### config.mk
export PLATFORM = sky130hd
export DESIGN_NAME = i2s
export DESIGN_NICKNAME = d
export VERILOG_FILES = /design/src/rtl/audvid_pkg.sv /design/src/rtl/i2s_clk_sync.sv /design/src/rtl/i2s.sv
export SDC_FILE = /design/constraint.sdc
export NUM_CORES = 1
export LEC_CHECK = 0
export ABC_AREA = 1
export BUFFER_PORTS_ARGS = -buffer_cell sky130_fd_sc_hd__buf_2
export CORE_UTILIZATION = 50
export DETAILED_ROUTE_END_ITERATION = 16
export GPL_TIMING_DRIVEN = 0
export PLACE_DENSITY_LB_ADDON = 0.15
export SLEW_MARGIN = 0
export SYNTH_ARGS = -nofsm -noshare
export SYNTH_HDL_FRONTEND = slang
export SYNTH_SLANG_ARGS = --single-unit
### constraint.sdc
create_clock -name MasterCLK -period 2.1 [get_ports MasterCLK]
set_input_delay 0.42 -clock MasterCLK [delete_from_list [all_inputs] [get_ports MasterCLK]]
set_output_delay 0.42 -clock MasterCLK [all_outputs]
set_load 0.005 [all_outputs]
### src/rtl/audvid_pkg.sv
// Shared audio/video constants and payload types.
// Holds the I2S frame geometry, the slot numbers that matter to the
// serializer, and the stereo sample layout presented by the mixer.
package audvid_pkg;

  localparam int unsigned CHANNEL_BITS  = 16;
  localparam int unsigned FRAME_SLOTS   = 2 * CHANNEL_BITS;
  localparam int unsigned SLOT_W        = $clog2(FRAME_SLOTS);

  // Slot entered on the fall that loads the next sample (left MSB goes out).
  localparam int unsigned SLOT_LOAD     = 1;
  // First slot with word select high (right channel, one slot ahead of its MSB).
  localparam int unsigned SLOT_WS_RIGHT = 16;

  // Stereo sample as carried on InputData: left in the upper half.
  typedef struct packed {
    logic signed [CHANNEL_BITS-1:0] left;
    logic signed [CHANNEL_BITS-1:0] right;
  } stereo_t;

endpackage

### src/rtl/i2s_clk_sync.sv
// Brings the asynchronous bit-clock reference into the MasterCLK domain
// and flags its edges.
//   clk_i     system clock
//   rst_i     asynchronous active-high reset
//   async_i   bit-clock reference (data, not a clock)
//   sync_o    synchronized level (registered)
//   rise_c_o  combinational: synchronized level went 0 -> 1 this cycle
//   fall_c_o  combinational: synchronized level went 1 -> 0 this cycle
module i2s_clk_sync #(
  parameter int unsigned SYNC_STAGES = 2
) (
  input  logic clk_i,
  input  logic rst_i,
  input  logic async_i,
  output logic sync_o,
  output logic rise_c_o,
  output logic fall_c_o
);

  import audvid_pkg::*;

  logic [SYNC_STAGES-1:0] sync_q;
  logic [SYNC_STAGES-1:0] sync_d;
  logic                   prev_q;

  // Shift chain: bit 0 is the metastability-exposed stage.
  always_comb begin
    sync_d = {sync_q[SYNC_STAGES-2:0], async_i};
  end

  always_ff @(posedge clk_i or posedge rst_i) begin
    if (rst_i) begin
      sync_q <= '0;
      prev_q <= 1'b0;
    end else begin
      sync_q <= sync_d;
      prev_q <= sync_q[SYNC_STAGES-1];
    end
  end

  assign sync_o   = sync_q[SYNC_STAGES-1];
  assign rise_c_o = sync_q[SYNC_STAGES-1] & ~prev_q;
  assign fall_c_o = ~sync_q[SYNC_STAGES-1] & prev_q;

endmodule

### src/rtl/i2s.sv
// Stereo Philips-format I2S serializer for the audio DAC.
// Re-times the bit-clock reference into MasterCLK and emits bit clock,
// word select and MSB-first data, all changing on the bit-clock fall.
//   MasterCLK  system clock, the only clock in the block
//   Reset      asynchronous active-high reset
//   I2SCLK     bit-clock reference, sampled as data
//   InputData  stereo sample, [2W-1:W] left, [W-1:0] right
//   I2S_CLK    serial bit clock (registered)
//   I2S_WS     word select, 0 = left, 1 = right (registered)
//   I2S_DATA   serial data, MSB first (registered)
//   SyncCLK    high for the left half of the frame; rising edge asks for
//              the next sample (registered)
module i2s #(
  parameter int unsigned CHANNEL_BITS = 16,
  parameter int unsigned SYNC_STAGES  = 2
) (
  input  logic                      MasterCLK,
  input  logic                      Reset,
  input  logic                      I2SCLK,
  input  logic [2*CHANNEL_BITS-1:0] InputData,
  output logic                      I2S_CLK,
  output logic                      I2S_WS,
  output logic                      I2S_DATA,
  output logic                      SyncCLK
);

  import audvid_pkg::*;

  localparam int unsigned FRAME_W = 2 * CHANNEL_BITS;
  localparam int unsigned CNT_W   = $clog2(FRAME_W);

  localparam logic [CNT_W-1:0] SLOT_LAST  = CNT_W'(FRAME_W - 1);
  localparam logic [CNT_W-1:0] SLOT_FIRST = CNT_W'(SLOT_LOAD);
  localparam logic [CNT_W-1:0] SLOT_RIGHT = CNT_W'(CHANNEL_BITS);

  logic bclk_s;
  logic bclk_rise_c;
  logic bclk_fall_c;

  logic               clk_q,   clk_d;
  logic               ws_q,    ws_d;
  logic               data_q,  data_d;
  logic               frm_q,   frm_d;
  logic [CNT_W-1:0]   slot_q,  slot_d;
  logic [FRAME_W-1:0] shift_q, shift_d;

  i2s_clk_sync #(
    .SYNC_STAGES(SYNC_STAGES)
  ) u_clk_sync (
    .clk_i    (MasterCLK),
    .rst_i    (Reset),
    .async_i  (I2SCLK),
    .sync_o   (bclk_s),
    .rise_c_o (bclk_rise_c),
    .fall_c_o (bclk_fall_c)
  );

  // Slot advance and serialization; everything but the bit clock moves
  // only on a detected fall so data is settled a half period before the
  // DAC samples on the next rise.
  always_comb begin
    clk_d   = bclk_s;
    ws_d    = ws_q;
    data_d  = data_q;
    frm_d   = frm_q;
    slot_d  = slot_q;
    shift_d = shift_q;

    if (bclk_fall_c) begin
      slot_d = (slot_q == SLOT_LAST) ? '0 : slot_q + CNT_W'(1);

      // Word select leads each channel MSB by one slot (Philips delay).
      ws_d  = (slot_d >= SLOT_RIGHT);
      frm_d = (slot_d < SLOT_RIGHT);

      if (slot_d == SLOT_FIRST) begin
        shift_d = InputData;
      end else begin
        shift_d = {shift_q[FRAME_W-2:0], 1'b0};
      end
      data_d = shift_d[FRAME_W-1];
    end
  end

  // Reset parks the counter on the last slot so the first fall enters slot 0.
  always_ff @(posedge MasterCLK or posedge Reset) begin
    if (Reset) begin
      clk_q   <= 1'b0;
      ws_q    <= 1'b0;
      data_q  <= 1'b0;
      frm_q   <= 1'b0;
      slot_q  <= SLOT_LAST;
      shift_q <= '0;
    end else begin
      clk_q   <= clk_d;
      ws_q    <= ws_d;
      data_q  <= data_d;
      frm_q   <= frm_d;
      slot_q  <= slot_d;
      shift_q <= shift_d;
    end
  end

  assign I2S_CLK  = clk_q;
  assign I2S_WS   = ws_q;
  assign I2S_DATA = data_q;
  assign SyncCLK  = frm_q;

endmodule

==> flow_summary.rst, run 1 <==
.. list-table::
   :header-rows: 1

   * - Metric
     - Value
   * - Total die area
     - around 0.0048 mm2
   * - Count of placed standard cells in the final layout, fillers left out
     - ~420
   * - Layout net count
     - roughly 410
   * - Min Clock Period, post-route
     - about 2.2 ns
   * - Final Hold Violating Endpoints
     - 0
   * - Wire length of the first global-routing pass
     - 7710 um
   * - Critical Path Sink Type
     - register
   * - Type of the worst min-delay path
     - in -> reg
   * - Max_slew headroom
     - between 40% and 50%
   * - TritonCTS clock tree
     - built
   * - Core Rows
     - 24
   * - # Max-Cap Violations
     - 0
   * - Sum Neg Setup Slack
     - -0.909 ns
   * - Antenna violations before repair
     - 0
   * - DRT Pass-1 Iters
     - 4
   * - Antenna cells
     - 0
   * - Core ar.
     - approximately 0.0044 mm2
   * - Clock insertion delay at the later pin of the skew report
     - 0.30 ns
   * - Count of hold-fix buffers inserted at cts
     - 0
   * - Area growth from synthesis to layout
     - 29.9%
   * - Grt ovf
     - 0
   * - Worst Path Class, Setup
     - reg -> reg
   * - Fill count
     - 364
   * - Switching Power
     - 1510 uW
   * - R2r startpoint
     - slot_q[0]
   * - Setup Viol. Count Final
     - 30
   * - Capture point of the worst reg-to-reg path
     - shift_q[17]
   * - Clock input transition at the sequential cells of the worst setup and hold paths
     - 0.08 ns
   * - Peak VDD IR
     - about 0.00065 V
   * - Flip-flop and latch count after synthesis
     - 42
   * - Sum of net half-perimeters after detailed placement
     - 3000 um
   * - Worst min-delay path endpoint
     - u_clk_sync.sync_q[0]
   * - Status
     - finished with violations
   * - Cell count after placement
     - just over 400
   * - Launching element type of the critical path
     - register
   * - Sequential group share of total power
     - 35.5%
   * - Unrepaired setup endpoints after global routing
     - yes
   * - Clock tree skew after final layout
     - between 0.007 and 0.008 ns
   * - Data arrival time of the worst path
     - around 2.4 ns
   * - Via count normalized by instance count
     - 4.83
   * - Register-to-register setup slack
     - -0.06 ns
   * - Residual DRC count
     - 0
   * - Number of nets in the synthesized netlist
     - 354
   * - Die Span Y
     - approximately 70 um
   * - Pin slew with the least headroom to its limit
     - 0.871 ns
   * - Clock root buffer master
     - sky130_fd_sc_hd__clkbuf_8
   * - Fin. max-slew vios
     - 0
   * - Area of the mapped netlist
     - 0.00226 mm2
   * - Cts bufs inserted
     - 5
   * - CTS H-tree depth
     - 2
   * - Proportion of power drawn by the clock network
     - 14.1%
   * - Maximum fanout along the worst path
     - 5
   * - Yosys synthesis warning count
     - 0
   * - Number of vias after detailed routing
     - 2049
   * - Initial core utilization
     - roughly half
   * - Share of the yosys chip area belonging to registers
     - ~47%
   * - Total area of multi-input combinational cells
     - 998 um2
   * - Reg area
     - ~0.0011 mm2
   * - Routed Antenna Nets
     - 0
   * - Share of power burned in combinational logic
     - 50.3%
   * - Power Total
     - roughly 3800 uW
   * - Post-detailed-routing wire length
     - around 5000 um
   * - Wirelength per Cell
     - 12.2 um
   * - Count of mapped cells out of synthesis
     - 317
   * - RD Place Congestion
     - around 0.82
   * - Number of input and output port buffers inserted
     - 38
   * - Highest achievable clock rate
     - 462 MHz
   * - Leakage dissipation
     - 0.00170 uW
   * - Average cell area after synthesis
     - 7.14 um2
   * - Internal power
     - between 2000 and 2500 uW
   * - Die width
     - 69.3 um
   * - Violated checks
     - setup timing
   * - Largest buffer count on any clock path
     - 2
   * - Number of global-route vias before repair
     - 1776
   * - Clock net sink count
     - 42
   * - Instance count along the most critical hold path
     - 1
   * - Number of cells on the worst reg-to-reg path
     - 12
   * - Cell area power density
     - 1300 mW/mm2
   * - Switching part of the total
     - between 30 and 40%
   * - Largest net degree at the start of global routing
     - 43
   * - Global router's overall resource usage
     - about 20%
   * - Final critical-path share of the clock period
     - 103%
   * - Library cells used by synthesis
     - 20
   * - Required time of the critical path
     - approximately 2.3 ns
   * - I/O pin count
     - 39
   * - Layout cells sized above 1
     - 28.2%
   * - Setup slack of the critical path after layout
     - -0.0641 ns
   * - Worst hold start
     - I2SCLK
   * - Count of routing violations after the opening detailed-route iteration
     - 99
## worst max-delay path by stage
stage | endpoint | startpoint
finish | shift_q[17] | slot_q[0]
global route | shift_q[17] | slot_q[0]
CTS | shift_q[23] | slot_q[0]
detailed placement | shift_q[1] | slot_q[0]
global placement | shift_q[23] | slot_q[0]
floorplan | I2S_DATA | slot_q[0]
## power by group through the flow
stage	clock network [uW]	logic (uW)	registers (uW)
2_1_floorplan	0	1070	1310
3_3_place_gp	0	1320	1340
3_5_place_dp	0	1340	1350
4_1_cts	552	1360	1340
5_1_grt	579	2130	1400
6_report	541	1930	1360
## what timing repair did
action	in CTS	in global routing
endpoints found under the hold margin	0	0
resized for setup	1	46
endpoints found under the setup margin	4	31
pin swaps	1	43
cloned	0	5
setup buffers	0	4
## sequential cells by signal (all words and copies together) (netlist names)
register           count
shift_q               31
slot_q                 5
u_clk_sync.sync_q      2
I2S_DATA               1
I2S_WS                 1
SyncCLK                1
u_clk_sync.prev_q      1
## worst max-delay path, stage by stage, from the launching register on
cell,delay (ns)
sky130_fd_sc_hd__dfstp_2,0.59
sky130_fd_sc_hd__ha_4,0.16
sky130_fd_sc_hd__nand2_4,0.06
sky130_fd_sc_hd__nor2_4,0.12
sky130_fd_sc_hd__ha_4,0.22
sky130_fd_sc_hd__nor2_4,0.11
sky130_fd_sc_hd__nand2_2,0.08
sky130_fd_sc_hd__nor2_4,0.21
sky130_fd_sc_hd__buf_6,0.16
sky130_fd_sc_hd__clkbuf_16,0.14
sky130_fd_sc_hd__nand3_1,0.08
sky130_fd_sc_hd__nand3_1,0.08
sky130_fd_sc_hd__nand2_1,0.05
## cell usage in the layout, fill, tap and decap left out
cell type / count
sky130_fd_sc_hd__buf_8: 4
sky130_fd_sc_hd__buf_2: 44
sky130_fd_sc_hd__nand3_1: 51
sky130_fd_sc_hd__ha_4: 2
sky130_fd_sc_hd__nand4_1: 1
sky130_fd_sc_hd__o21ai_0: 1
sky130_fd_sc_hd__nor2_4: 3
sky130_fd_sc_hd__inv_1: 66
sky130_fd_sc_hd__nor2_1: 3
sky130_fd_sc_hd__clkbuf_1: 3
sky130_fd_sc_hd__o22ai_1: 1
sky130_fd_sc_hd__o21a_1: 1
sky130_fd_sc_hd__dfrtp_1: 37
sky130_fd_sc_hd__clkbuf_8: 6
sky130_fd_sc_hd__nand2_4: 4
sky130_fd_sc_hd__buf_6: 6
sky130_fd_sc_hd__buf_4: 1
sky130_fd_sc_hd__nand3_2: 14
sky130_fd_sc_hd__dfstp_2: 5
sky130_fd_sc_hd__nand2_2: 9
sky130_fd_sc_hd__clkbuf_16: 4
sky130_fd_sc_hd__buf_1: 3
sky130_fd_sc_hd__nand2_1: 100
sky130_fd_sc_hd__nor2_2: 1
sky130_fd_sc_hd__clkinv_2: 1
sky130_fd_sc_hd__inv_2: 1
## cell families after synthesis
family / after synthesis / synth area share (%)
fa+ha+maj: 2 / 1.11
flops: 42 / 46.7
buf+inv: 84 / 15.8
simple gates: 186 / 35.6
compound gates: 3 / 0.830
## cell type report
cell class | instances | area share (%)
buffer | 17 | 4.47
sequential | 42 | 36.0
inverter | 67 | 8.56
multi-input combinational | 191 | 34.0
clock inverter | 1 | 0.170
clock buffer | 7 | 2.94
tap | 52 | 2.21
timing repair buffer | 47 | 11.7
## per-layer routing
metal / share of wire, % / GRT usage, %
met4: 1.2 / 9.30
met5: 0 / 0
met1: 46 / 25.8
met3: 4.0 / 3.92
met2: 49 / 33.2
## Yosys cell counts, drive strengths merged
master / number / area share [%]
nand2: 113 / 19
inv: 67 / 11
nand3: 65 / 15
dfrtp: 37 / 41
buf: 15 / 4.3
nor2: 7 / 1.6
dfstp: 5 / 5.8
clkbuf: 2 / 0.33
ha: 2 / 1.1
nand4: 1 / 0.28
o21a: 1 / 0.33
o21ai: 1 / 0.22
o22ai: 1 / 0.28
## through the flow
step                      worst slack [ns]  instance area [um2]  util, %  hold slack, ns
after floorplan                      0.208                 2260        -           0.331
after global placement              0.0190                 2520     57.8           0.332
after detailed placement          -0.00459                 2520     57.8           0.342
after CTS                           0.0113                 2610     60.0           0.222
after global routing                -0.168                 2940     67.5           0.223
final                              -0.0641                 2940     67.5           0.227
(Power assumes the default switching activity.)
==> run 2: changes to the inputs <==
--- a/config.mk
+++ b/config.mk
@@ -6,7 +6,7 @@
 export NUM_CORES = 1
 export LEC_CHECK = 0
 export ABC_AREA = 1
-export BUFFER_PORTS_ARGS = -buffer_cell sky130_fd_sc_hd__buf_2
+export BUFFER_PORTS_ARGS = -buffer_cell sky130_fd_sc_hd__clkbuf_2
 export CORE_UTILIZATION = 50
 export DETAILED_ROUTE_END_ITERATION = 16
 export GPL_TIMING_DRIVEN = 0
==> run 2 against run 1 <==
Compared with the run above:
- the flow still finishes with violations (setup timing)
- clock power grew 1%
- cell area shrank 0.47%
- flip-flop and latch count is the same
- cell count grew 0.24%
- critical path depth is the same
- count of clock-buffer cells in the layout is the same
- total power shrank 1.3%
- clock skew is essentially flat
- first-iteration DRC count grew 9.1%
- critical endpoint is now shift_q[19]
==> flow_summary.rst, run 2 (synthesis results as in run 1) <==
.. list-table::
   :header-rows: 1

   * - Metric
     - Value
   * - Status
     - finished with violations (unchanged)
   * - Violated checks
     - setup timing (unchanged)
   * - Flip-flop count of the largest register after layout
     - 31 (unchanged)
   * - Final critical-path share of the clock period
     - 105% (was 103%)
   * - Setup Viol. Count Final
     - 31 (was 30)
   * - Internal power
     - 2270 uW (was 2320 uW)
   * - Most common cell after layout, fill and taps aside
     - sky130_fd_sc_hd__nand2_1 (unchanged)
   * - Clock tree skew after final layout
     - 0.00735 ns (was 0.00762 ns)
   * - Sequential group share of total power
     - 35.8% (was 35.5%)
   * - Initial core utilization
     - 52.0% (unchanged)
   * - I/O pin count
     - 39 (unchanged)
   * - GR Layer Usage met1
     - 25.3% (was 25.8%)
   * - Final core occ
     - 67.2% (was 67.5%)
   * - Count of placed standard cells in the final layout, fillers left out
     - 425 (was 424)
   * - Required time of the critical path
     - 2.34 ns (was 2.30 ns)
   * - Clock insertion delay at the later pin of the skew report
     - 0.30 ns (about the same)
   * - Final Hold Violating Endpoints
     - 0 (unchanged)
   * - Clock input transition at the sequential cells of the worst setup and hold paths
     - 0.08 ns (about the same)
   * - Layout net count
     - 409 (was 408)
   * - Fin. max-slew vios
     - 0 (unchanged)
   * - Sum of net half-perimeters after detailed placement
     - 3020 um (was 3000 um)
   * - Largest net degree at the start of global routing
     - 43 (unchanged)
   * - Maximum fanout along the worst path
     - 7 (was 5)
   * - Fill count
     - 373 (was 364)
   * - Register-to-register setup slack
     - -0.11 ns (was -0.06 ns)
   * - Peak VDD IR
     - 0.000795 V (was 0.000652 V)
   * - GRT Max-Usage Layer
     - met2 (unchanged)
   * - Min Clock Period, post-route
     - 2.21 ns (was 2.16 ns)
   * - Via count normalized by instance count
     - 4.85 (was 4.83)
   * - Routed Antenna Nets
     - 0 (unchanged)
   * - DRT Pass-1 Iters
     - 4 (unchanged)
   * - TritonCTS clock tree
     - built (unchanged)
   * - Post-route design area
     - 0.00292 mm2 (was 0.00294 mm2)
   * - Clock root buffer master
     - sky130_fd_sc_hd__clkbuf_8 (unchanged)
   * - Layout cells sized above 1
     - 29.8% (was 28.2%)
   * - Global router's overall resource usage
     - 20.4% (was 20.2%)
   * - Register ranked first by flip-flop count
     - shift_q (unchanged)
   * - Switching Power
     - 1520 uW (was 1510 uW)
   * - Critical Path Sink Type
     - register (unchanged)
   * - Number of global-route vias before repair
     - 1870 (was 1776)
   * - Total area of multi-input combinational cells
     - 0.00103 mm2 (was 998 um2)
   * - Wirelength per Cell
     - 11.9 um (was 12.2 um)
   * - Antenna violations before repair
     - 0 (unchanged)
   * - Pin slew with the least headroom to its limit
     - 0.880 ns (was 0.871 ns)
   * - Post-detailed-routing wire length
     - 5050 um (was 5150 um)
   * - Antenna cells
     - 0 (unchanged)
   * - # Max-Cap Violations
     - 0 (unchanged)
   * - Count of routing violations after the opening detailed-route iteration
     - 108 (was 99)
   * - Cts bufs inserted
     - 5 (unchanged)
   * - Core Rows
     - 24 (unchanged)
   * - Area growth from synthesis to layout
     - 29.3% (was 29.9%)
   * - Core ar.
     - 0.00435 mm2 (unchanged)
   * - Type of the worst min-delay path
     - in -> reg (unchanged)
   * - Die width
     - 69.3 um (unchanged)
   * - Clock net sink count
     - 42 (unchanged)
   * - Global-route track usage on met2
     - 33.4% (was 33.2%)
   * - Unrepaired setup endpoints after global routing
     - yes (unchanged)
   * - GRT met3 Usage
     - 3.49% (was 3.92%)
   * - Switching part of the total
     - 40.2% (was 39.5%)
   * - Cell area power density
     - 1290 mW/mm2 (was 1300 mW/mm2)
   * - Commonest cells after routing, fill and taps aside
     - 92 x sky130_fd_sc_hd__nand2_1, 66 x sky130_fd_sc_hd__inv_1, 55 x sky130_fd_sc_hd__nand3_1, 38 x sky130_fd_sc_hd__clkbuf_2, 37 x sky130_fd_sc_hd__dfrtp_1 (was 100 x sky130_fd_sc_hd__nand2_1, 66 x sky130_fd_sc_hd__inv_1, 51 x sky130_fd_sc_hd__nand3_1, 44 x sky130_fd_sc_hd__buf_2, 37 x sky130_fd_sc_hd__dfrtp_1)
   * - Largest buffer count on any clock path
     - 2 (unchanged)
   * - Worst Path Class, Setup
     - reg -> reg (unchanged)
   * - Launching element type of the critical path
     - register (unchanged)
   * - Cell count after placement
     - 407 (unchanged)
   * - Share of power burned in combinational logic
     - 49.7% (was 50.3%)
   * - Data arrival time of the worst path
     - 2.45 ns (was 2.36 ns)
   * - CTS H-tree depth
     - 2 (unchanged)
   * - Leakage dissipation
     - 0.00169 uW (was 0.00170 uW)
   * - Wire length of the first global-routing pass
     - 7770 um (was 7710 um)
   * - Placed standard-cell area
     - 0.00252 mm2 (unchanged)
   * - Registers with the most flip-flops
     - shift_q (31), slot_q (5), u_clk_sync.sync_q (2) (unchanged)
   * - Number of input and output port buffers inserted
     - 38 (unchanged)
   * - Highest achievable clock rate
     - 453 MHz (was 462 MHz)
   * - Setup slack of the critical path after layout
     - -0.108 ns (was -0.0641 ns)
   * - Residual DRC count
     - 0 (unchanged)
   * - RD Place Congestion
     - 0.822 (was 0.824)
   * - Die Span Y
     - 69.3 um (unchanged)
   * - Number of vias after detailed routing
     - 2062 (was 2049)
   * - Proportion of power drawn by the clock network
     - 14.5% (was 14.1%)
   * - Reg area
     - 0.00106 mm2 (unchanged)
   * - Grt ovf
     - 0 (unchanged)
   * - Max_slew headroom
     - 41.3% (was 41.9%)
   * - Total die area
     - 0.00480 mm2 (unchanged)
run 2: changes by cell type in the layout (fill, tap and decap cells not counted):
cell | previous run | this run
sky130_fd_sc_hd__buf_2 | 44 | 6
sky130_fd_sc_hd__buf_4 | 1 | 3
sky130_fd_sc_hd__buf_6 | 6 | 10
sky130_fd_sc_hd__buf_8 | 4 | 2
sky130_fd_sc_hd__clkbuf_16 | 4 | 1
sky130_fd_sc_hd__clkbuf_2 | 0 | 38
sky130_fd_sc_hd__nand2_1 | 100 | 92
sky130_fd_sc_hd__nand2_2 | 9 | 12
sky130_fd_sc_hd__nand2_4 | 4 | 9
sky130_fd_sc_hd__nand3_1 | 51 | 55
sky130_fd_sc_hd__nand3_2 | 14 | 10
sky130_fd_sc_hd__o22ai_1 | 1 | 0
sky130_fd_sc_hd__o22ai_2 | 0 | 1
run 2: worst max-delay path: stages, from the launching register on:
cell and delay (ns):
sky130_fd_sc_hd__dfstp_2 0.58, sky130_fd_sc_hd__ha_4 0.16, sky130_fd_sc_hd__nand2_4 0.06, sky130_fd_sc_hd__nor2_4 0.13, sky130_fd_sc_hd__ha_4 0.22, sky130_fd_sc_hd__nor2_4 0.10
sky130_fd_sc_hd__nand2_2 0.07, sky130_fd_sc_hd__nor2_4 0.27, sky130_fd_sc_hd__nand2_4 0.16, sky130_fd_sc_hd__clkbuf_16 0.20, sky130_fd_sc_hd__nand2_4 0.05, sky130_fd_sc_hd__nand3_2 0.06
sky130_fd_sc_hd__nand2_2 0.07
run 2: final timing paths:
| kind | start | to | cells after the start |
|---|---|---|---|
| max | slot_q[0] | shift_q[19] | 12 |
| min | I2SCLK | u_clk_sync.sync_q[0] | 1 |
| max reg2reg | slot_q[0] | shift_q[19] | 12 |
| min reg2reg | u_clk_sync.sync_q[0] | u_clk_sync.sync_q[1] | 0 |
| max in group asynchronous | Reset | u_clk_sync.prev_q | 2 |
| min in group asynchronous | Reset | shift_q[30] | 2 |
run 2: final cells by class:
class	instances	area share, %
inverters	67	8.60
well taps	52	2.23
multi-input cells	191	35.2
repair buffers	49	10.8
clock inverters	1	0.171
clock buffers	7	2.95
flip-flops and latches	42	36.2
plain buffers	16	3.85
run 2: stage by stage:
stage | total power (uW) | setup slack, ns | TNS [ns] | hold slack (ns)
global route | 4070 | -0.235 | -6.32 | 0.234
global placement | 2660 | 0.0183 | 0 | 0.332
finish | 3780 | -0.108 | -2.40 | 0.245
floorplan | 2390 | 0.208 | 0 | 0.331
CTS | 3260 | -0.0336 | -0.345 | 0.240
detailed placement | 2700 | -0.0451 | -0.525 | 0.370
run 2: power by group through the flow:
stage / sequential [uW] / combinational [uW] / clock (uW)
after detailed placement: 1350 / 1340 / 0
after CTS: 1340 / 1360 / 560
after global routing: 1400 / 2090 / 582
final: 1360 / 1880 / 547
after floorplan: 1310 / 1070 / 0
after global placement: 1340 / 1320 / 0
run 2: repair_timing:
action,CTS,global route
hold buffers,0,0
resized for setup,1,59
gates cloned,0,4
endpoints found under the setup margin,30,32
setup buffers,0,7
pin swaps,1,24
run 2: layer usage:
layer	vias to the layer above	part of all wire [%]
met2	42	48
met4	0	2.5
met3	13	3.2
met5	-	0
met1	950	46
li1	1057	-
==> run 3: changes to the inputs <==
--- a/config.mk
+++ b/config.mk
@@ -6,7 +6,7 @@
 export NUM_CORES = 1
 export LEC_CHECK = 0
 export ABC_AREA = 1
-export BUFFER_PORTS_ARGS = -buffer_cell sky130_fd_sc_hd__clkbuf_2
+export BUFFER_PORTS_ARGS = -buffer_cell sky130_fd_sc_hd__buf_2
 export CORE_UTILIZATION = 50
 export DETAILED_ROUTE_END_ITERATION = 16
 export GPL_TIMING_DRIVEN = 0
==> constraint.sdc (replaced) <==
create_clock -name MasterCLK -period 2.82 [get_ports MasterCLK]
set_input_delay 0.564 -clock MasterCLK [delete_from_list [all_inputs] [get_ports MasterCLK]]
set_output_delay 0.564 -clock MasterCLK [all_outputs]
set_load 0.005 [all_outputs]
==> run 3 against run 2 <==
Compared with the run above:
- sequential share of layout area up 4.4 points
- critical endpoint is now shift_q[1]
- first-iteration DRC count down 8.3%
- routed wire length down 12%
- global-route usage down 0.21 points
- sequential power down 26%
- largest power group is now sequential cells
- flip-flop and latch count unchanged
- non-clock buffer count down 10
- count of clock-buffer cells in the layout unchanged
- via count down 6.0%
- maximum frequency up 4.5%
- the flow now finishes without violations
- combinational power down 47%
==> flow_summary.rst, run 3 (synthesis results as in run 1) <==
.. list-table::
   :header-rows: 1

   * - Metric
     - Value
   * - Registers with the most flip-flops
     - shift_q (31), slot_q (5), u_clk_sync.sync_q (2) (unchanged)
   * - Internal power
     - 1460 uW (was 2270 uW)
   * - Die width
     - 69.3 um (unchanged)
   * - Power Total
     - 2390 uW (was 3780 uW)
   * - Sum Neg Setup Slack
     - 0 ns (was -2.40 ns)
   * - Count of routing violations after the opening detailed-route iteration
     - 99 (was 108)
   * - Most common cell after layout, fill and taps aside
     - sky130_fd_sc_hd__nand2_1 (unchanged)
   * - Global router's overall resource usage
     - 20.2% (was 20.4%)
   * - Switching part of the total
     - 39.0% (was 40.2%)
   * - Number of input and output port buffers inserted
     - 38 (unchanged)
   * - Number of global-route vias before repair
     - 1765 (was 1870)
   * - Grt ovf
     - 0 (unchanged)
   * - Unrepaired setup endpoints after global routing
     - no (was yes)
   * - Maximum fanout along the worst path
     - 10 (was 7)
   * - Instance count along the most critical hold path
     - 0 (was 1)
   * - DRT Pass-1 Iters
     - 4 (unchanged)
   * - Commonest cells after routing, fill and taps aside
     - 112 x sky130_fd_sc_hd__nand2_1, 66 x sky130_fd_sc_hd__inv_1, 64 x sky130_fd_sc_hd__nand3_1, 44 x sky130_fd_sc_hd__buf_2, 37 x sky130_fd_sc_hd__dfrtp_1 (was 92 x sky130_fd_sc_hd__nand2_1, 66 x sky130_fd_sc_hd__inv_1, 55 x sky130_fd_sc_hd__nand3_1, 38 x sky130_fd_sc_hd__clkbuf_2, 37 x sky130_fd_sc_hd__dfrtp_1)
   * - I/O pin count
     - 39 (unchanged)
   * - Clock insertion delay at the later pin of the skew report
     - 0.30 ns (about the same)
   * - Worst hold slack across all endpoints
     - 0.356 ns (was 0.245 ns)
   * - Die Span Y
     - 69.3 um (unchanged)
   * - TritonCTS clock tree
     - built (unchanged)
   * - Clock input transition at the sequential cells of the worst setup and hold paths
     - 0.07 ns (was 0.08 ns)
   * - Share of power burned in combinational logic
     - 41.5% (was 49.7%)
   * - Fill count
     - 406 (was 373)
   * - Largest net degree at the start of global routing
     - 43 (unchanged)
   * - Status
     - finished, final reports clean (was finished with violations)
   * - Via count normalized by instance count
     - 4.67 (was 4.85)
   * - DP Worst Slack
     - 0.715 ns (was -0.0451 ns)
   * - Residual DRC count
     - 0 (unchanged)
   * - Total die area
     - 0.00480 mm2 (unchanged)
   * - Core ar.
     - 0.00435 mm2 (unchanged)
   * - Switching Power
     - 934 uW (was 1520 uW)
   * - # Max-Cap Violations
     - 0 (unchanged)
   * - Worst hold start
     - u_clk_sync.sync_q[0] (was I2SCLK)
   * - Antenna violations before repair
     - 0 (unchanged)
   * - Core Rows
     - 24 (unchanged)
   * - Worst Path Class, Setup
     - reg -> reg (unchanged)
   * - Placed standard-cell area
     - 0.00252 mm2 (unchanged)
   * - Sum of net half-perimeters after detailed placement
     - 3000 um (was 3020 um)
   * - Routed Antenna Nets
     - 0 (unchanged)
   * - Layout net count
     - 399 (was 409)
   * - Layout cells sized above 1
     - 18.5% (was 29.8%)
   * - Worst min-delay path endpoint
     - u_clk_sync.sync_q[1] (was u_clk_sync.sync_q[0])
   * - Launching element type of the critical path
     - register (unchanged)
   * - Initial core utilization
     - 52.0% (unchanged)
   * - Flip-flop count of the largest register after layout
     - 31 (unchanged)
   * - Number of cells on the worst reg-to-reg path
     - 11 (was 12)
   * - Setup repair bufs after CTS
     - 0 (unchanged)
   * - Leakage dissipation
     - 0.00159 uW (was 0.00169 uW)
   * - Pin slew with the least headroom to its limit
     - 0.877 ns (was 0.880 ns)
   * - Post-detailed-routing wire length
     - 4460 um (was 5050 um)
   * - Number of gates resized after CTS
     - 0 (was 1)
   * - Cell area power density
     - 918 mW/mm2 (was 1290 mW/mm2)
   * - Reg area
     - 0.00106 mm2 (unchanged)
   * - Register ranked first by flip-flop count
     - shift_q (unchanged)
   * - Peak VDD IR
     - 0.000420 V (was 0.000795 V)
   * - RD Place Congestion
     - 0.824 (was 0.822)
   * - Clock root buffer master
     - sky130_fd_sc_hd__clkbuf_8 (unchanged)
   * - Wire length of the first global-routing pass
     - 7690 um (was 7770 um)
   * - Final Hold Violating Endpoints
     - 0 (unchanged)
   * - Final critical-path share of the clock period
     - 74.9% (was 105%)
   * - Cts bufs inserted
     - 5 (unchanged)
   * - Number of vias after detailed routing
     - 1939 (was 2062)
   * - Clock net sink count
     - 42 (unchanged)
   * - Setup slack of the critical path after layout
     - 0.708 ns (was -0.108 ns)
   * - Type of the worst min-delay path
     - reg -> reg (was in -> reg)
   * - CTS H-tree depth
     - 2 (unchanged)
   * - Highest achievable clock rate
     - 474 MHz (was 453 MHz)
   * - Post-route design area
     - 0.00261 mm2 (was 0.00292 mm2)
   * - Proportion of power drawn by the clock network
     - 16.7% (was 14.5%)
   * - Critical Path Sink Type
     - register (unchanged)
   * - R2r startpoint
     - slot_q[0] (unchanged)
   * - Data arrival time of the worst path
     - 2.30 ns (was 2.45 ns)
   * - Required time of the critical path
     - 3.01 ns (was 2.34 ns)
   * - Antenna cells
     - 0 (unchanged)
   * - Total area of multi-input combinational cells
     - 848 um2 (was 0.00103 mm2)
   * - Largest buffer count on any clock path
     - 2 (unchanged)
   * - Fin. max-slew vios
     - 0 (unchanged)
   * - Max_slew headroom
     - 41.5% (was 41.3%)
   * - Count of hold-fix buffers inserted at cts
     - 0 (unchanged)
   * - Capture point of the worst reg-to-reg path
     - shift_q[1] (was shift_q[19])
   * - Register-to-register setup slack
     - 0.71 ns (was -0.11 ns)
   * - Setup Viol. Count Final
     - 0 (was 31)
   * - Sequential group share of total power
     - 41.8% (was 35.8%)
   * - Wirelength per Cell
     - 10.7 um (was 11.9 um)
   * - Area growth from synthesis to layout
     - 15.3% (was 29.3%)
   * - Clock tree skew after final layout
     - 0.00836 ns (was 0.00735 ns)
   * - Min Clock Period, post-route
     - 2.11 ns (was 2.21 ns)
==> run 3: power groups by stage <==
| stage | combinational, uW | sequential, uW | clock [uW] |
|---|---|---|---|
| finish | 994 | 1000 | 400 |
| global placement | 982 | 999 | 0 |
| floorplan | 798 | 978 | 0 |
| CTS | 1000 | 998 | 411 |
| global route | 1150 | 1030 | 431 |
| detailed placement | 1000 | 1010 | 0 |
==> run 3: layout make-up <==
| cell class | instances | share of cell area (%) |
|---|---|---|
| timing repair buffer | 38 | 7.29 |
| sequential | 42 | 40.5 |
| inverter | 67 | 9.64 |
| clock inverter | 1 | 0.192 |
| clock buffer | 7 | 3.31 |
| tap | 52 | 2.49 |
| buffer | 17 | 4.03 |
| multi-input combinational | 191 | 32.5 |
==> run 3: how the worst max path moves through the flow <==
stage,to,slack (ns),cells past startpoint,startpoint
finish,shift_q[1],0.71,11,slot_q[0]
global route,shift_q[1],0.50,11,slot_q[0]
CTS,shift_q[1],0.70,11,slot_q[0]
detailed placement,shift_q[1],0.72,11,slot_q[0]
global placement,u_clk_sync.prev_q,0.70,2,Reset
floorplan,I2S_DATA,0.93,11,slot_q[0]
==> run 3: metal layers <==
layer  vias to the layer above  global-route usage, %  wire length (um)
li1                       1037                      -                 -
met1                       862                   26.1              2150
met2                        34                   33.2              2060
met3                         6                   3.63               182
met4                         0                   8.84                60
met5                         -                      0                 0
==> run 3: critical path, stage by stage (launching register included) <==
cell and delay (ns):
sky130_fd_sc_hd__dfstp_2 0.57, sky130_fd_sc_hd__ha_1 0.17, sky130_fd_sc_hd__nand2_1 0.07, sky130_fd_sc_hd__nor2_1 0.10, sky130_fd_sc_hd__ha_1 0.24, sky130_fd_sc_hd__nor2_1 0.09, sky130_fd_sc_hd__nand2_1 0.10, sky130_fd_sc_hd__nor2_4 0.20
sky130_fd_sc_hd__buf_4 0.21, sky130_fd_sc_hd__nand3_1 0.10, sky130_fd_sc_hd__nand3_1 0.10, sky130_fd_sc_hd__nand2_1 0.05
==> run 3: metrics by stage <==
| step | utilization [%] | cells |
|---|---|---|
| CTS | 59.9 | 415 |
| global route | 59.9 | 415 |
| global placement | 57.8 | 407 |
| floorplan | - | 317 |
| detailed placement | 57.8 | 407 |
| finish | 59.9 | 415 |
